<file path="src/rtl/gte_ucode_sequencer_if.sv">
// Command, ROM and compute-path bundle of the GTE microcode sequencer.
// master drives commands and ROM data; slave is the sequencer itself.
interface gte_ucode_sequencer_if #(
    parameter int CTRL_W = 64,
    parameter int ADDR_W = 9
);
    logic              i_start;
    logic [ADDR_W-1:0] i_entryAddr;
    logic              i_abort;
    logic              i_hold;
    logic [ADDR_W-1:0] o_romAddr;
    logic              o_romEn;
    logic [CTRL_W+2:0] i_romData;
    logic [CTRL_W-1:0] o_ctrl;
    logic              o_ctrlValid;
    logic              o_busy;
    logic              o_done;
    logic [5:0]        o_step;
    logic              o_err;

    modport master (
        output i_start, i_entryAddr, i_abort, i_hold, i_romData,
        input  o_romAddr, o_romEn, o_ctrl, o_ctrlValid,
        input  o_busy, o_done, o_step, o_err
    );

    modport slave (
        input  i_start, i_entryAddr, i_abort, i_hold, i_romData,
        output o_romAddr, o_romEn, o_ctrl, o_ctrlValid,
        output o_busy, o_done, o_step, o_err
    );
endinterface

</file>
<file path="src/rtl/gte_ucode_sequencer.sv">
// Microcode sequencer for the GTE: fetches control words from a
// 1-cycle synchronous ROM and issues them, with wait stalls and hold.
module gte_ucode_sequencer #(
    parameter int CTRL_W = 64,
    parameter int ADDR_W = 9
) (
    input logic                 i_clk,
    input logic                 i_nRst,
    gte_ucode_sequencer_if.slave bus
);
    typedef enum logic [1:0] {IDLE, FETCH, EXEC, WAIT} state_t;

    localparam logic [ADDR_W-1:0] ONE = {{(ADDR_W-1){1'b0}}, 1'b1};
    localparam logic [5:0] STEP_MAX = 6'd63;

    state_t            state;
    logic [ADDR_W-1:0] pc;
    logic [ADDR_W-1:0] romAddrQ;
    logic [ADDR_W-1:0] pcNext;
    logic              romEnQ;
    logic              doneQ;
    logic              errQ;
    logic [1:0]        cnt;
    logic [5:0]        step;

    logic              last;
    logic [1:0]        wt;
    logic              busy;
    logic              abort;
    logic              run;
    logic              valid;
    logic              stop;

    assign last   = bus.i_romData[CTRL_W+2];
    assign wt     = bus.i_romData[CTRL_W+1:CTRL_W];
    assign pcNext = pc + ONE;
    assign busy   = (state != IDLE);
    assign abort  = bus.i_abort && busy;
    assign run    = !abort && !bus.i_hold;
    assign valid  = (state == EXEC) && run;
    // The 64th step without LAST is forced to end the instruction.
    assign stop   = last || (step == STEP_MAX);

    assign bus.o_ctrl      = valid ? bus.i_romData[CTRL_W-1:0] : '0;
    assign bus.o_ctrlValid = valid;
    // ROM must not advance while stalled, else the held word is lost.
    assign bus.o_romEn     = romEnQ && run;
    assign bus.o_romAddr   = romAddrQ;
    assign bus.o_busy      = busy;
    assign bus.o_done      = doneQ && !bus.i_hold;
    assign bus.o_step      = step;
    assign bus.o_err       = errQ;

    always_ff @(posedge i_clk) begin
        if (!i_nRst) begin
            state    <= IDLE;
            pc       <= '0;
            romAddrQ <= '0;
            romEnQ   <= 1'b0;
            doneQ    <= 1'b0;
            errQ     <= 1'b0;
            cnt      <= 2'd0;
            step     <= 6'd0;
        end else if (abort) begin
            state  <= IDLE;
            romEnQ <= 1'b0;
            doneQ  <= 1'b0;
        end else if (!bus.i_hold) begin
            doneQ <= 1'b0;
            unique case (state)
                IDLE: begin
                    if (bus.i_start && !bus.i_abort) begin
                        pc       <= bus.i_entryAddr;
                        romAddrQ <= bus.i_entryAddr;
                        romEnQ   <= 1'b1;
                        step     <= 6'd0;
                        errQ     <= 1'b0;
                        state    <= FETCH;
                    end
                end
                FETCH: begin
                    pc       <= pcNext;
                    romAddrQ <= pcNext;
                    romEnQ   <= 1'b1;
                    state    <= EXEC;
                end
                EXEC: begin
                    if (step != STEP_MAX) begin
                        step <= step + 6'd1;
                    end
                    if (stop) begin
                        state  <= IDLE;
                        romEnQ <= 1'b0;
                        doneQ  <= 1'b1;
                        if (!last) begin
                            errQ <= 1'b1;
                        end
                    end else if (wt != 2'd0) begin
                        cnt    <= wt;
                        romEnQ <= 1'b0;
                        state  <= WAIT;
                    end else begin
                        pc       <= pcNext;
                        romAddrQ <= pcNext;
                        romEnQ   <= 1'b1;
                    end
                end
                WAIT: begin
                    cnt <= cnt - 2'd1;
                    if (cnt == 2'd1) begin
                        pc       <= pcNext;
                        romAddrQ <= pcNext;
                        romEnQ   <= 1'b1;
                        state    <= EXEC;
                    end
                end
            endcase
        end
    end
endmodule

</file>
<file path="src/flat_wrapper.sv">
// flat-port wrapper written by rule: the top's interface ports become plain ports
module gte_ucode_sequencer_flat 
#(
    parameter int CTRL_W = 64,
    parameter int ADDR_W = 9
)
  (i_clk, i_nRst, bus_i_start, bus_i_entryAddr, bus_i_abort, bus_i_hold, bus_i_romData, bus_o_romAddr, bus_o_romEn, bus_o_ctrl, bus_o_ctrlValid, bus_o_busy, bus_o_done, bus_o_step, bus_o_err);
  gte_ucode_sequencer_if #(.CTRL_W(CTRL_W), .ADDR_W(ADDR_W)) bus_i ();
  input logic i_clk;
  input logic i_nRst;
  input wire logic [$bits(bus_i.i_start)-1:0] bus_i_start;
  input wire logic [$bits(bus_i.i_entryAddr)-1:0] bus_i_entryAddr;
  input wire logic [$bits(bus_i.i_abort)-1:0] bus_i_abort;
  input wire logic [$bits(bus_i.i_hold)-1:0] bus_i_hold;
  input wire logic [$bits(bus_i.i_romData)-1:0] bus_i_romData;
  output wire logic [$bits(bus_i.o_romAddr)-1:0] bus_o_romAddr;
  output wire logic [$bits(bus_i.o_romEn)-1:0] bus_o_romEn;
  output wire logic [$bits(bus_i.o_ctrl)-1:0] bus_o_ctrl;
  output wire logic [$bits(bus_i.o_ctrlValid)-1:0] bus_o_ctrlValid;
  output wire logic [$bits(bus_i.o_busy)-1:0] bus_o_busy;
  output wire logic [$bits(bus_i.o_done)-1:0] bus_o_done;
  output wire logic [$bits(bus_i.o_step)-1:0] bus_o_step;
  output wire logic [$bits(bus_i.o_err)-1:0] bus_o_err;
  assign bus_i.i_start = bus_i_start;
  assign bus_i.i_entryAddr = bus_i_entryAddr;
  assign bus_i.i_abort = bus_i_abort;
  assign bus_i.i_hold = bus_i_hold;
  assign bus_i.i_romData = bus_i_romData;
  assign bus_o_romAddr = bus_i.o_romAddr;
  assign bus_o_romEn = bus_i.o_romEn;
  assign bus_o_ctrl = bus_i.o_ctrl;
  assign bus_o_ctrlValid = bus_i.o_ctrlValid;
  assign bus_o_busy = bus_i.o_busy;
  assign bus_o_done = bus_i.o_done;
  assign bus_o_step = bus_i.o_step;
  assign bus_o_err = bus_i.o_err;
  gte_ucode_sequencer #(.CTRL_W(CTRL_W), .ADDR_W(ADDR_W)) u_core (.i_clk(i_clk), .i_nRst(i_nRst), .bus(bus_i));
endmodule
</file>
<file path="config.mk">
export PLATFORM = sky130hd
export DESIGN_NAME = gte_ucode_sequencer_flat
export DESIGN_NICKNAME = d
export VERILOG_FILES = /design/src/rtl/gte_ucode_sequencer_if.sv /design/src/rtl/gte_ucode_sequencer.sv /design/src/flat_wrapper.sv
export SDC_FILE = /design/constraint.sdc
export NUM_CORES = 1
export LEC_CHECK = 0
export ABC_AREA = 0
export CORE_ASPECT_RATIO = 0.7
export CORE_MARGIN = 4
export CORE_UTILIZATION = 46
export CTS_CLUSTER_DIAMETER = 200
export CTS_CLUSTER_SIZE = 14
export DETAILED_ROUTE_END_ITERATION = 10
export DONT_BUFFER_PORTS = 1
export SLEW_MARGIN = 25
export SYNTH_ARGS = -nofsm -noshare
export SYNTH_HDL_FRONTEND = slang
export SYNTH_SLANG_ARGS = --single-unit
</file>
<file path="constraint.sdc">
create_clock -name i_clk -period 2 [get_ports i_clk]
set_clock_uncertainty 0.15 [all_clocks]
set_input_delay 0.4 -clock i_clk [delete_from_list [all_inputs] [get_ports i_clk]]
set_output_delay 0.4 -clock i_clk [all_outputs]
set_load 0.01 [all_outputs]
</file>
## Yosys cells after proc, flatten, opt, wreduce, memory -nomap -nowiden

Index checks and enable logic that the tools add are counted.
W data, S select, Z words.

| word-level totals | value |
|---|---|
| logic and storage cells | 78 |
| bits in registers | 22 |
| input bits | 81 |

| operators by class | value |
|---|---|
| mux-type cells | 28 |
| add/subtract/negate cells | 3 |
| bitwise gates (word level) | 3 |
| reduce and logical (&&, ||, !) cells | 22 |
| eq/ne operators | 15 |

Operators with widths:

| kind | count |
|---|---|
| $mux W64 | 1 |
| $mux W9 | 4 |
| $pmux W9 S4 | 1 |
| $mux W2 | 6 |
| $mux W6 | 2 |
| $pmux W6 S2 | 1 |
| $reduce_and A6 Y1 | 2 |
| $ne A2 B2 Y1 const B | 5 |
| $reduce_and A5 Y1 | 2 |
| $add A9 B1 Y9 const B | 1 |
| $mux W1 | 9 |
| $pmux W2 S4 | 1 |
| $reduce_bool A2 Y1 | 4 |
| $add A6 B1 Y6 const B | 1 |
| $eq A6 B6 Y1 const B | 1 |
| $logic_and A1 B1 Y1 | 6 |
| $ne A2 B1 Y1 const B | 3 |
| $ne A6 B6 Y1 const B | 1 |
| $eq A2 B1 Y1 const B | 2 |
| $eq A2 B2 Y1 const B | 2 |
| $pmux W1 S4 | 1 |
| $pmux W2 S2 | 1 |
| $reduce_and A4 Y1 | 1 |
| $logic_not A1 Y1 | 3 |
| other kinds (8) | 10 |

## Longest topological paths before layout

| logic depth | value |
|---|---|
| depth in word-level cells | 6 |
| gate-level depth with buffers | 8 |
| depth with buffers taken out | 7 |

## Least setup slack after synthesis

No wires, ideal clock.

| path | value |
|---|---|
| kind | register to register |
| start | register u_core.step[0], in the netlist u_core.bus.o_step[0] |
| end | register u_core.pc[7] |
| stages on the path, launching flop included | 9 |
| library setup time | 0.125 ns |
| clock period less this slack | 2.060 ns |
| path slack | -0.060 ns |
| data arrival time | 1.785 ns |
| path through | dfxtp_1 -> ha_1 -> and2_4 -> buf_6 -> a2111oi_4 -> o21ai_2 -> buf_6 -> o211ai_2 -> o31ai_2 |

| on the way | value |
|---|---|
| longest elaborated chain between the ends | 4 |

Ends and longest elaborated chain:

| element | RTL line | source |
|---|---|---|
| start, declared | gte_ucode_sequencer.sv:24 | `logic [5:0] step;` |
| start signal, assigned | gte_ucode_sequencer.sv:89 | `step <= step + 6'd1;` |
| $eq A6 B6 Y1 | gte_ucode_sequencer.sv:42 | `assign stop = last \|\| (step == STEP_MAX);` |
| $logic_or A1 B1 Y1 | gte_ucode_sequencer.sv:42 |  |
| $ne A2 B2 Y1 (no line) | - |  |
| $reduce_and A6 Y1 (no line) | - |  |
| end signal, assigned | gte_ucode_sequencer.sv:73 | `pc <= bus.i_entryAddr;` |
| end signal, assigned | gte_ucode_sequencer.sv:82 | `pc <= pcNext;` |
| end signal, assigned | gte_ucode_sequencer.sv:103 | `pc <= pcNext;` |
| end, declared | gte_ucode_sequencer.sv:17 | `logic [ADDR_W-1:0] pc;` |

No other way between the ends.
A chain may end at the register's enable or synchronous reset.

## Worst setup path in the final report

| path | value |
|---|---|
| start | register u_core.state[0] |
| end | output bus_o_ctrl[29] |

| on the way | value |
|---|---|
| longest elaborated chain between the ends | 6 |
| elaborated cells between the ends (all ways) | 7 |

Ends and longest elaborated chain:

| element | RTL line | source |
|---|---|---|
| start, declared | gte_ucode_sequencer.sv:16 | `state_t state;` |
| start signal, assigned | gte_ucode_sequencer.sv:56 | `state <= IDLE;` |
| start signal, assigned | gte_ucode_sequencer.sv:65 | `state <= IDLE;` |
| start signal, assigned | gte_ucode_sequencer.sv:78 | `state <= FETCH;` |
| $reduce_bool A2 Y1 | gte_ucode_sequencer.sv:37 | `assign busy = (state != IDLE);` |
| $logic_and A1 B1 Y1 | gte_ucode_sequencer.sv:38 | `assign abort = bus.i_abort && busy;` |
| $logic_not A1 Y1 | gte_ucode_sequencer.sv:39 | `assign run = !abort && !bus.i_hold;` |
| $logic_and A1 B1 Y1 | gte_ucode_sequencer.sv:39 |  |
| $logic_and A1 B1 Y1 * | gte_ucode_sequencer.sv:40 | `assign valid = (state == EXEC) && run;` |
| $mux W64 * | gte_ucode_sequencer.sv:44 | `assign bus.o_ctrl = valid ? bus.i_romData[CTRL_W-1:0] : '0;` |
| end, declared | flat_wrapper.sv:18 | `output wire logic [$bits(bus_i.o_ctrl)-1:0] bus_o_ctrl;` |

Every way passes the cells marked *; elsewhere a longest branch is shown, timed or not.

==> results by group <==
Outcome
  • Status: complete, but fails checks
  • Failing checks: setup timing

CTS
  • Total CTS buffers: 3
  • Worst skew pair latency: 270 ps
  • Htree depth: 1
  • Sink Count: 22
  • CTS tree: done
  • Worst-path clk slew: 90 ps
  • Root Driver: clkbuf_8
  • CTS Buffer Depth: 2

Worst setup path
  • Critical path's largest stage delay: 350 ps
  • CP max stage cell: dfxtp_4
  • Crit-path cells: nand2b_4 -> nor3_4 -> buf_6 -> buf_12 -> buf_16 -> and2_4
  • Critical path type: register to output pin
  • Worst Path Arrival: 1490 ps
  • CP endpoint kind: output pin
  • CP bufs+invs: 3
  • CP required: 1450 ps
  • Worst Setup Start Kind: register
  • Largest fanout on the critical path: 8
  • Cell family with most CP delay: simple AND/OR/NAND/NOR gates

Die
  • Core area: 3600 um2
  • Die H: 59.8 um
  • Initial Utilization: 0.490
  • IO Count: 165
  • Chip width: 82.0 um
  • Die Area: 4910 um2
  • Row count: 18

GRT
  • Largest net degree at the start of global routing: 19
  • Vias in the first global route: 1,839
  • Antenna violations before repair: 0
  • Gr usage total: 0.263
  • First-pass GRT wire length: 9.76 mm
  • Grt ovf: 0

Drt
  • DRT iter0 DRCs: 129
  • Via count: 1,829
  • Wire length per cell: 22.3 um
  • Routed vias/inst: 6.04
  • Drt drc: 0
  • Post-DRT Antenna Nets: 0
  • Final wirelength: 6.76 mm
  • DRT Pass-1 Iters: 4

Yosys
  • Post-synth EDFFs: 0
  • Largest cells by area after synthesis: dfxtp_1 (25%), and2_1 (23%), nor2_1 (4.5%)
  • Synth unique cells: 50
  • Sequential area share after synthesis: 0.250
  • Number of synthesized register bits: 22
  • Synth warn: 0
  • Syn avg cell area: 7.57 um2
  • Async set-reset flop share out of synthesis: 0
  • Cell Area, Synth: 1760 um2
  • Predominant post-synthesis flop cell: dfxtp_1
  • Synth area leader: dfxtp_1
  • Area share of the largest cell type after synthesis: 0.250
  • Post-Synthesis Cells: 233
  • Syn nets: 317

Power and ir drop
  • Leakage: 0.982 nW
  • PwrDens: 412 nW/um2
  • Worst vdd ir: 254 uV

Place
  • DPL Wire Length: 4.74 mm
  • Final GP Congestion: 0.799
  • # port buffers: 0
  • Post-DP Area: 1870 um2
  • Dpl cells: 282

STA
  • Hold slack: 109 ps
  • Worst-Margin Slew: 366 ps
  • Post-route setup slack: -42.1 ps
  • Max Transition Viols Final: 0
  • Slew Limit Headroom: 0.755
  • Setup TNS: -533 ps
  • Hold Fails Final Rpt: 0
  • RSZ-0062 raised after global routing: yes
  • Max Clk Rate: 490 MHz
  • Final setup viols: 15
  • Tmin final: 2040 ps
  • Fin crit share: 1.02

Job
  • MaxCap Viol Count: 0

Final layout
  • Area Growth Syn to Fin: 35.9%
  • Final Non-Filler Cells: 303
  • Cell area after layout: 2400 um2
  • Final nets: 338
  • Antenna Cells: 0
  • Fillers: 303
  • Share of cells above drive strength 1: 0.474

Min path
  • Tightest Hold Check Type: input pin to register
==> sequential cells by signal, summed over array words and instances, names as in the netlist <==
register           count
u_core.state           2
u_core.bus.o_err       1
u_core.doneQ           1
u_core.pc              9
u_core.romEnQ          1
u_core.cnt             2
u_core.bus.o_step      6
==> cells in the final DEF, fill, tap and decap left out, drive strengths merged, types with 2 or more instances in the layout <==
cell type  instances
o31ai              2
and2              66
nand3              4
dfxtp             22
and3b              2
a211oi             5
clkbuf             4
ha                 3
inv                6
o21ai              7
buf               30
nor3               5
and3               4
nand4              4
nor2b              2
a21o               2
nand2b             2
o221a              4
nor2              21
xor2               5
a21oi             14
o22ai              2
a31oi              2
nand2             19
o211ai             2
==> cells by family after synthesis <==
family                     synth area share
muxes                               0.00567
and+or+nand+nor                       0.426
AOI/OAI and AO/OA                     0.211
buffers and inverters                0.0624
xor gates and xnor gates             0.0248
adders and majority gates            0.0213
DFF                                   0.250
==> Yosys cell counts, drive strengths merged, types with 4 or more instances <==
library cell  number
and2              66
dfxtp             22
nor2              21
nand2             19
a21oi             14
clkbuf            11
inv                6
a211oi             5
buf                5
nor3               5
o21ai              5
xor2               5
and3               4
nand3              4
nand4              4
o221a              4
==> stage by stage <==
step | util | total power [mW] | worst slack (ps)
after CTS | 0.655 | 0.969 | -88.3
after global placement | 0.520 | 0.613 | -25.1
final | 0.665 | 0.988 | -42.1
after detailed placement | 0.520 | 0.618 | -94.1
after floorplan | - | 0.590 | 31.0
after global routing | 0.665 | 1.03 | -95.2
==> cell type report <==
type	instances	area [um2]	area share
Multi-Input combinational cell	191	1440	0.601
Inverter	6	22.5	0.00939
Timing Repair Buffer	30	370	0.154
Tap cell	50	62.6	0.0261
Sequential cell	22	445	0.186
Clock buffer	4	55.1	0.0230
==> metal layers <==
layer / track usage / part of all wire / wire (um)
met1: 0.315 / 0.39 / 2620
met2: 0.445 / 0.52 / 3530
met3: 0.0813 / 0.079 / 537
met4: 0.0948 / 0.011 / 72
met5: 0 / 0 / 0
==> where the power goes <==
group / internal (mW) / switching, mW
clock: 0.176 / 0.166
combinational: 0.0783 / 0.0995
sequential: 0.451 / 0.0175
==> repair_timing <==
action,4_1_cts,5_1_grt
buffers inserted,6,4
hold buffers,0,0
cloned,6,2
endpoints found under the setup margin,68,73
pin swaps,30,8
gates resized for setup,77,4
==> final timing paths <==
check                       start  cells past startpoint              to  slack, ps
hold / removal             i_nRst                      1    u_core.pc[0]        110
setup reg to reg  u_core.state[0]                      8    u_core.pc[6]          0
setup / recovery  u_core.state[0]                      6  bus_o_ctrl[29]        -40
hold reg to reg      u_core.doneQ                      2    u_core.doneQ        340
(Power assumes the default switching activity.)
